--- src/rtl/williams_ps2_keymap.sv ---
// williams_ps2_keymap: turns the hps_io ps2_key event word into 20 registered
// button levels for the Williams arcade top level. Aliased keys each keep their
// own held bit and are ORed into the button. Coin buttons are pulse-stretched
// so that a short tap still lasts long enough for the game's slow coin sampling.
// Optional feature: define WILLIAMS_AUTOFIRE_EN to build the autofire
// oscillator on fireA/fire2A; without it the autofire input is ignored.
module williams_ps2_keymap #(
    parameter int COIN_HOLD = 600000,
    parameter int COIN_W    = 20,
    parameter int AF_PERIOD = 200000
) (
    input  logic        clk_sys,
    input  logic        reset_n,
    input  logic [10:0] ps2_key,
    input  logic        clear_all,
    input  logic        autofire,
    output logic [19:0] btn,
    output logic        key_hit
);

    // Held-state bit positions; the aliased keys get one bit per physical key.
    localparam int NRAW = 23;
    localparam logic [4:0] R_UP   = 5'd0;
    localparam logic [4:0] R_DN   = 5'd1;
    localparam logic [4:0] R_LT   = 5'd2;
    localparam logic [4:0] R_RT   = 5'd3;
    localparam logic [4:0] R_FA   = 5'd4;
    localparam logic [4:0] R_FB   = 5'd5;
    localparam logic [4:0] R_FC   = 5'd6;
    localparam logic [4:0] R_FD   = 5'd7;
    localparam logic [4:0] R_ST1A = 5'd8;
    localparam logic [4:0] R_ST1B = 5'd9;
    localparam logic [4:0] R_ST2A = 5'd10;
    localparam logic [4:0] R_ST2B = 5'd11;
    localparam logic [4:0] R_C1A  = 5'd12;
    localparam logic [4:0] R_C1B  = 5'd13;
    localparam logic [4:0] R_C2   = 5'd14;
    localparam logic [4:0] R_UP2  = 5'd15;
    localparam logic [4:0] R_DN2  = 5'd16;
    localparam logic [4:0] R_LT2  = 5'd17;
    localparam logic [4:0] R_RT2  = 5'd18;
    localparam logic [4:0] R_F2A  = 5'd19;
    localparam logic [4:0] R_F2B  = 5'd20;
    localparam logic [4:0] R_F2C  = 5'd21;
    localparam logic [4:0] R_F2D  = 5'd22;

    localparam logic [COIN_W-1:0] COIN_LOAD = COIN_W'(COIN_HOLD);

    logic              tog_q;
    logic              primed_q;
    logic [NRAW-1:0]   raw_q;
    logic [NRAW-1:0]   raw_next;
    logic [COIN_W-1:0] cnt1_q, cnt1_next;
    logic [COIN_W-1:0] cnt2_q, cnt2_next;
    logic              coin1_or_q, coin1_or_next;
    logic              coin2_or_next;
    logic              evt;
    logic              mapped;
    logic [4:0]        raw_idx;
    logic              fire_a_lvl;
    logic              fire2_a_lvl;
    logic [19:0]       btn_next;
    logic              unused_in;

    // The extended flag is deliberately ignored so E0 arrows alias the plain codes.
    assign evt = primed_q && (ps2_key[10] != tog_q);

    // Scan code to held-state bit lookup.
    always_comb begin
        mapped  = 1'b1;
        raw_idx = R_UP;
        case (ps2_key[7:0])
            8'h75: raw_idx = R_UP;
            8'h72: raw_idx = R_DN;
            8'h6B: raw_idx = R_LT;
            8'h74: raw_idx = R_RT;
            8'h14: raw_idx = R_FA;
            8'h11: raw_idx = R_FB;
            8'h29: raw_idx = R_FC;
            8'h12: raw_idx = R_FD;
            8'h05: raw_idx = R_ST1A;
            8'h16: raw_idx = R_ST1B;
            8'h06: raw_idx = R_ST2A;
            8'h1E: raw_idx = R_ST2B;
            8'h76: raw_idx = R_C1A;
            8'h2E: raw_idx = R_C1B;
            8'h36: raw_idx = R_C2;
            8'h2D: raw_idx = R_UP2;
            8'h2B: raw_idx = R_DN2;
            8'h23: raw_idx = R_LT2;
            8'h34: raw_idx = R_RT2;
            8'h1C: raw_idx = R_F2A;
            8'h1B: raw_idx = R_F2B;
            8'h21: raw_idx = R_F2C;
            8'h1D: raw_idx = R_F2D;
            default: mapped = 1'b0;
        endcase
    end

    // Next held state and coin stretch counters; clear_all wins over an event.
    always_comb begin
        raw_next = raw_q;
        if (clear_all)
            raw_next = '0;
        else if (evt && mapped)
            raw_next[raw_idx] = ps2_key[9];

        coin1_or_q    = raw_q[R_C1A] | raw_q[R_C1B];
        coin1_or_next = raw_next[R_C1A] | raw_next[R_C1B];
        coin2_or_next = raw_next[R_C2];

        cnt1_next = cnt1_q;
        if (clear_all)
            cnt1_next = '0;
        else if (coin1_or_next && !coin1_or_q)
            cnt1_next = COIN_LOAD;
        else if (cnt1_q != '0)
            cnt1_next = cnt1_q - COIN_W'(1);

        cnt2_next = cnt2_q;
        if (clear_all)
            cnt2_next = '0;
        else if (coin2_or_next && !raw_q[R_C2])
            cnt2_next = COIN_LOAD;
        else if (cnt2_q != '0)
            cnt2_next = cnt2_q - COIN_W'(1);
    end

`ifdef WILLIAMS_AUTOFIRE_EN
    localparam int AF_W = $clog2(AF_PERIOD + 1);

    logic [AF_W-1:0] af_cnt_q, af_cnt_next;
    logic            af_ph_q, af_ph_next;

    // Free-running half-period counter; the phase flips each time it wraps.
    always_comb begin
        af_cnt_next = af_cnt_q + AF_W'(1);
        af_ph_next  = af_ph_q;
        if (clear_all) begin
            af_cnt_next = '0;
            af_ph_next  = 1'b0;
        end else if (af_cnt_q == AF_W'(AF_PERIOD - 1)) begin
            af_cnt_next = '0;
            af_ph_next  = ~af_ph_q;
        end
        fire_a_lvl  = (autofire && raw_next[R_FA])  ? af_ph_next : raw_next[R_FA];
        fire2_a_lvl = (autofire && raw_next[R_F2A]) ? af_ph_next : raw_next[R_F2A];
    end

    // Autofire oscillator state.
    always_ff @(posedge clk_sys or negedge reset_n) begin
        if (!reset_n) begin
            af_cnt_q <= '0;
            af_ph_q  <= 1'b0;
        end else begin
            af_cnt_q <= af_cnt_next;
            af_ph_q  <= af_ph_next;
        end
    end

    assign unused_in = ps2_key[8];
`else
    assign fire_a_lvl  = raw_next[R_FA];
    assign fire2_a_lvl = raw_next[R_F2A];
    assign unused_in   = ^{ps2_key[8], autofire, 32'(AF_PERIOD)};
`endif

    // Assemble the button word from the next held state so outputs lag input by one edge.
    always_comb begin
        btn_next        = '0;
        btn_next[0]     = raw_next[R_UP];
        btn_next[1]     = raw_next[R_DN];
        btn_next[2]     = raw_next[R_LT];
        btn_next[3]     = raw_next[R_RT];
        btn_next[4]     = fire_a_lvl;
        btn_next[5]     = raw_next[R_FB];
        btn_next[6]     = raw_next[R_FC];
        btn_next[7]     = raw_next[R_FD];
        btn_next[8]     = raw_next[R_ST1A] | raw_next[R_ST1B];
        btn_next[9]     = raw_next[R_ST2A] | raw_next[R_ST2B];
        btn_next[10]    = coin1_or_next | (cnt1_next != '0);
        btn_next[11]    = coin2_or_next | (cnt2_next != '0);
        btn_next[12]    = raw_next[R_UP2];
        btn_next[13]    = raw_next[R_DN2];
        btn_next[14]    = raw_next[R_LT2];
        btn_next[15]    = raw_next[R_RT2];
        btn_next[16]    = fire2_a_lvl;
        btn_next[17]    = raw_next[R_F2B];
        btn_next[18]    = raw_next[R_F2C];
        btn_next[19]    = raw_next[R_F2D];
    end

    // Event tracking, held state, coin counters and registered outputs.
    always_ff @(posedge clk_sys or negedge reset_n) begin
        if (!reset_n) begin
            tog_q    <= 1'b0;
            primed_q <= 1'b0;
            raw_q    <= '0;
            cnt1_q   <= '0;
            cnt2_q   <= '0;
            btn      <= '0;
            key_hit  <= 1'b0;
        end else begin
            tog_q    <= ps2_key[10];
            primed_q <= 1'b1;
            raw_q    <= raw_next;
            cnt1_q   <= cnt1_next;
            cnt2_q   <= cnt2_next;
            btn      <= btn_next;
            key_hit  <= evt && mapped && !clear_all;
        end
    end

endmodule

--- config.mk ---
export PLATFORM = sky130hd
export DESIGN_NAME = williams_ps2_keymap
export DESIGN_NICKNAME = d
export VERILOG_FILES = /design/src/rtl/williams_ps2_keymap.sv
export SDC_FILE = /design/constraint.sdc
export NUM_CORES = 1
export LEC_CHECK = 0
export BUFFER_PORTS_ARGS = -buffer_cell sky130_fd_sc_hd__buf_2
export CORE_MARGIN = 4
export CORE_UTILIZATION = 40
export DETAILED_ROUTE_END_ITERATION = 7
export HOLD_SLACK_MARGIN = 0.06
export REMOVE_ABC_BUFFERS = 1
export SYNTH_ARGS = -nofsm -noshare
export SYNTH_HDL_FRONTEND = slang
export SYNTH_SLANG_ARGS = --single-unit
--- constraint.sdc ---
create_clock -name clk_sys -period 4.5 [get_ports clk_sys]
set_input_delay 0.45 -clock clk_sys [delete_from_list [all_inputs] [get_ports clk_sys]]
set_output_delay 0.45 -clock clk_sys [all_outputs]
set_load 0.005 [all_outputs]
======== Word level (Yosys, flattened, before mapping) ========
Index checks and enable logic that the tools add are counted.
word-level totals
  bits in registers ....................... 86
  logic and storage cells ................. 68
  output and inout bits ................... 21
operators by class
  equal/unequal tests ..................... 24
  add/sub/neg operators ................... 2
  multiplexer cells ....................... 13
  bitwise gates (word level) .............. 6
  magnitude comparators ................... 2
  reduce and logical (&&, ||, !) cells .... 14
operators with widths
  operator                 count
  $mux W20                 6
  $pmux W5 S22             1
  $reduce_bool A20 Y1      4
  $eq A8 B5 Y1 const B     8
  $eq A8 B6 Y1 const B     8
  $mux W23                 2
  $eq A8 B7 Y1 const B     5
  $sub A20 B1 Y20 const B  2
  $bwmux W23               1
  $reduce_or A23 Y1        1
  $eq A8 B3 Y1 const B     2
  $logic_and A1 B1 Y1      6
  $lt A5 B6 Y1 const B     1
  $or A1 B1 Y1             6
  $demux W1 S5             1
  $ge A5 B1 Y1 const B     1
  $logic_not A1 Y1         3
  $mux W1                  2
  $ne A1 B1 Y1             1

======== Logic depth before layout (Yosys ltp) ========
  depth after elaboration ................. 15
  depth in mapped cells ................... 11
  depth with buffers taken out ............ 10

======== Worst setup path after synthesis ========
No wires, ideal clock.
  kind .................................... input port to flip-flop
  start ................................... input ps2_key[6]
  end ..................................... register btn[10]
  library setup time ...................... 0.139 ns
  arrival time ............................ 2.832 ns
  required time ........................... 4.361 ns
  stages .................................. 9
  path slack .............................. 1.529 ns
  cells stage by stage .................... buf_6 > or3b_4 > a2111oi_4 > o211a_1 > or4b_4 > buf_6 > nand2_2 > o21ai_0 > or4b_1
between the ends
  cells in the longest elaborated chain, start to end .. 15
  elaborated cells on any way between the ends .. 41
  those cells by class .................... 2 x order compare; 23 x eq/ne; 9 x mux; 2 x bitwise; 5 x reduce/logical
ends and longest elaborated chain
  item                                                                RTL line  source
  from (decl)                                                         14        input logic [10:0] ps2_key,
  $eq A8 B5 Y1, or another cell as far along                          72        case (ps2_key[7:0])
  $pmux W5 S22                                                        72
  $lt A5 B6 Y1 (not written as such) or $ge A5 B1 Y1 (tied branches)  106       raw_next[raw_idx] = ps2_key[9];
  $logic_and A1 B1 Y1 (not written as such)                           106
  $mux W1 (not written as such)                                       106
  $demux W1 S5                                                        106
  $bwmux W23                                                          106
  $mux W23 (*)                                                        105       else if (evt && mapped)
  $mux W23 (*)                                                        103       if (clear_all)
  $or A1 B1 Y1 (*)                                                    109       coin1_or_next = raw_next[R_C1A] | raw_next[R_C1B];
  $logic_and A1 B1 Y1                                                 115       else if (coin1_or_next && !coin1_or_q)
  $mux W20                                                            115
  $mux W20                                                            113       if (clear_all)
  $reduce_bool A20 Y1                                                 181       btn_next[10] = coin1_or_next | (cnt1_next != '0);
  $or A1 B1 Y1 (*)                                                    181
  via btn_next[10]                                                    62        logic [19:0] btn_next;
  to (signal assigned)                                                209       btn <= btn_next;
  to (decl)                                                           17        output logic [19:0] btn,
The timed path passes the listed nets; every way through them passes the cells marked *.

======== Final worst setup path ========
  start ................................... register cnt2_q[0]
  end ..................................... register btn[11]
between the ends
  cells in the longest elaborated chain, start to end .. 6
  elaborated cells on any way between the ends .. 7
  those cells by class .................... 1 x add/sub; 3 x mux; 1 x bitwise; 2 x reduce/logical
ends and longest elaborated chain
  item                                                    RTL line  source
  from (decl)                                             54        logic [COIN_W-1:0] cnt2_q, cnt2_next;
  from (signal assigned)                                  208       cnt2_q <= cnt2_next;
  $sub A20 B1 Y20 or $reduce_bool A20 Y1 (tied branches)  126, 125
  $mux W20 (*)                                            125       else if (cnt2_q != '0)
  $mux W20 (*)                                            123       else if (coin2_or_next && !raw_q[R_C2])
  $mux W20 (*)                                            121       if (clear_all)
  $reduce_bool A20 Y1 (*)                                 182       btn_next[11] = coin2_or_next | (cnt2_next != '0);
  $or A1 B1 Y1 (*)                                        182
  via btn_next[11]                                        62
Marked as above.

==> metrics.md <==
| Metric | Value |
|---|---|
| FF-to-FF setup slack | ~1300 ps |
| Yosys warning count | 0 |
| Min cycle time layout | ~3200 ps |
| Pwr Total | around 3.3 mW |
| Fill cells | between 1000 and 1500 |
| Top fanout value on the critical path | 4 |
| # IOs | 36 |
| Worst hold path type | in2async |
| Post-synth EDFFs | 0 |
| Reg-to-reg startpoint | cnt2_q[0] |
| Area of the mapped netlist | about 4600 um^2 |
| Final Routed Wirelength | roughly 11000 um |
| Final Util | 0.445 |
| Worst-path clk slew | approximately 60 ps |
| Unrepaired setup endpoints after global routing | false |
| Root buf cell | clkbuf_16 |
| Routed Antenna Nets | 0 |
| Initial Util | 0.407 |
| Bufs on Longest Clock Path | 2 |
| CTS tree | built |
| CP Capture Point | btn[11] |
| Endpoints failing setup | 0 |
| Cell taking the most area after synthesis | dfrtp_1 |
| WL/cell | around 16 um |
| GR Overflow Total | 0 |
| Worst-Margin Slew | roughly 790 ps |
| Period utilization | 0.720 |
| Core area | roughly 11000 um^2 |
| Critical Path Sink Type | flip-flop |
| Reg2reg end | btn[11] |
| Worst EP required | between 4000 and 5000 ps |
| IO Port Bufs | 33 |
| Register area share after synthesis | 0.378 |
| Final hold slack | around 200 ps |
| Ranking of synthesized cells by area | dfrtp_1 38%, nor2_1 6.1%, xnor2_1 4.2%, nand2_1 2.8%, o21ai_0 2.7% |
| Yosys top cell area share | 0.378 |
| Vert. Die Dim | 116 um |
| Vias | ~3900 |
| Die Area | ~13000 um^2 |
| Cell Pwr Density | between 600 and 700 nW/um^2 |
| Die width | 116 um |
| Endpoints failing hold | 0 |
| Outcome | finished clean |
| Relative slew slack | 0.456 |
| Layout cells sized above 1 | 0.132 |
| Iteration count of the initial detailed-routing pass | 4 |
| Most common cell in the netlist | nor2_1 |
| Crit start category | flip-flop |
| Total Nets Final | between 500 and 600 |
| Setup TNS | 0 ps |
| Hold-fix buffers, CTS | 0 |
| Final Skew | around 6.4 ps |
| DP HPWL | slightly below 8000 um |
| First-pass GRT wire length | around 19000 um |
| Row count | 39 |
| Synthesized instance count | about 530 |
| # diodes | 0 |
| Crit path arrival time | 3450 ps |
| GP Congestion | around 0.90 |
| Total of max-cap violations | 0 |
| Peak VDD IR | between 300 and 400 uV |
| Crit path from | cnt2_q[0] |
| Max Slew Vio Count | 0 |
| Most common library cells after synthesis | 75 x nor2_1, 70 x dfrtp_1, 34 x nand2_1 |
| Vias in the first global route | around 3800 |
| Vias/cell | 5.65 |
| CTS H-tree lvls | 3 |
| CTS sink cnt | 70 |
| GR Util All Layers | 0.177 |
| 1st-iter DRT viols | between 200 and 250 |
| Initial antenna violation count | 0 |
| Ys flop type | dfrtp_1 |
| Setup Buffers After CTS | 0 |
| Fraction of registers with async set/reset | 1.00 |
| Synthesized area per cell | 8.67 um^2 |
| Synth unique cells | 80 |
| Cts repair resizes | 0 |
| Fmax | 309 MHz |
| Register bit count reported by yosys | 70 |
| Lkg Pwr | between 2 and 2.5 nW |
| Worst skew pair latency | roughly 340 ps |
| # DRC | 0 |
| Critical path type | reg2reg |
| P&R area growth vs syn | 9.21% |
| Cts bufs inserted | 9 |
| Largest net degree at the start of global routing | 38 |
| Reg2reg path depth | 10 |
## metal layers
metal	global-route usage	share of wire	routed length, um	vias to the layer above
met4	0.0579	0.014	148	0
met3	0.0475	0.049	531	13
met2	0.263	0.44	4850	90
met1	0.250	0.49	5400	1852
met5	0	0	0	-
li1	-	-	-	1899
## per-stage QoR
| step | std cells | setup WS [ps] | cell area, um^2 |
|---|---|---|---|
| 6_report | 682 | 1260 | 5060 |
| 5_1_grt | 682 | 1030 | 5060 |
| 4_1_cts | 682 | 1290 | 5060 |
| 3_5_place_dp | 666 | 981 | 4730 |
| 3_3_place_gp | 666 | 1000 | 4730 |
| 2_1_floorplan | 487 | 1690 | 4360 |
## worst min path at each step
| stage | from | endpoint | slack (ps) |
|---|---|---|---|
| finish | reset_n | raw_q[20] | 200 |
| global route | ps2_key[10] | tog_q | 240 |
| global placement | raw_q[9] | raw_q[9] | 500 |
| floorplan | reset_n | btn[10] | 150 |
| detailed placement | raw_q[15] | raw_q[15] | 510 |
| CTS | reset_n | raw_q[20] | 220 |
## flip-flops by register name, indices dropped and copies added, names as in the netlist
name and count:
raw_q 22, cnt1_q 20, cnt2_q 20, btn 5, key_hit 1, primed_q 1
tog_q 1
## cells by family after synthesis
family | synth area share
mux | 0.0262
fa+ha+maj | 0.0108
buf+inv | 0.0694
other cells | 0.000810
compound gates | 0.151
xor+xnor | 0.0681
simple gates | 0.296
flops | 0.378
## power breakdown
part	switching [mW]	total (mW)	internal, mW
sequential	0.183	0.959	0.776
combinational	0.907	1.56	0.650
clock	0.290	0.782	0.493
## cells in the final DEF, fill, tap and decap left out, types with 7 or more instances in the layout
master      n
o211ai_1    7
mux2i_1    11
and2_1      7
xnor2_1    22
buf_2      33
a21oi_1    20
nand4_1     9
nand3b_1    8
nand2_1    34
inv_1      13
dfrtp_1    70
xor2_1     14
nand2b_1   15
nor3_1     19
nor4_1      9
nor2_1     75
clkbuf_16   9
nand3_1    16
or3_1      11
o21ai_0    25
## final cells by class
class,count,area [um^2],share of cell area
clock inverters,7,104,0.0205
multi-input cells,403,2560,0.506
well taps,143,179,0.0354
inverters,14,52.6,0.0104
repair buffers,36,188,0.0371
flip-flops and latches,70,1750,0.346
clock buffers,9,225,0.0445
## critical path: stages (launching register included)
cell	delay, ps
dfrtp_1	400
inv_1	120
ha_1	160
nor4b_1	560
nand2b_1	210
o21ai_1	320
xor2_1	190
a31oi_1	100
or4_1	580
a2111oi_2	370
o21ai_1	100
No activity file was read; power rests on OpenSTA's default activity.
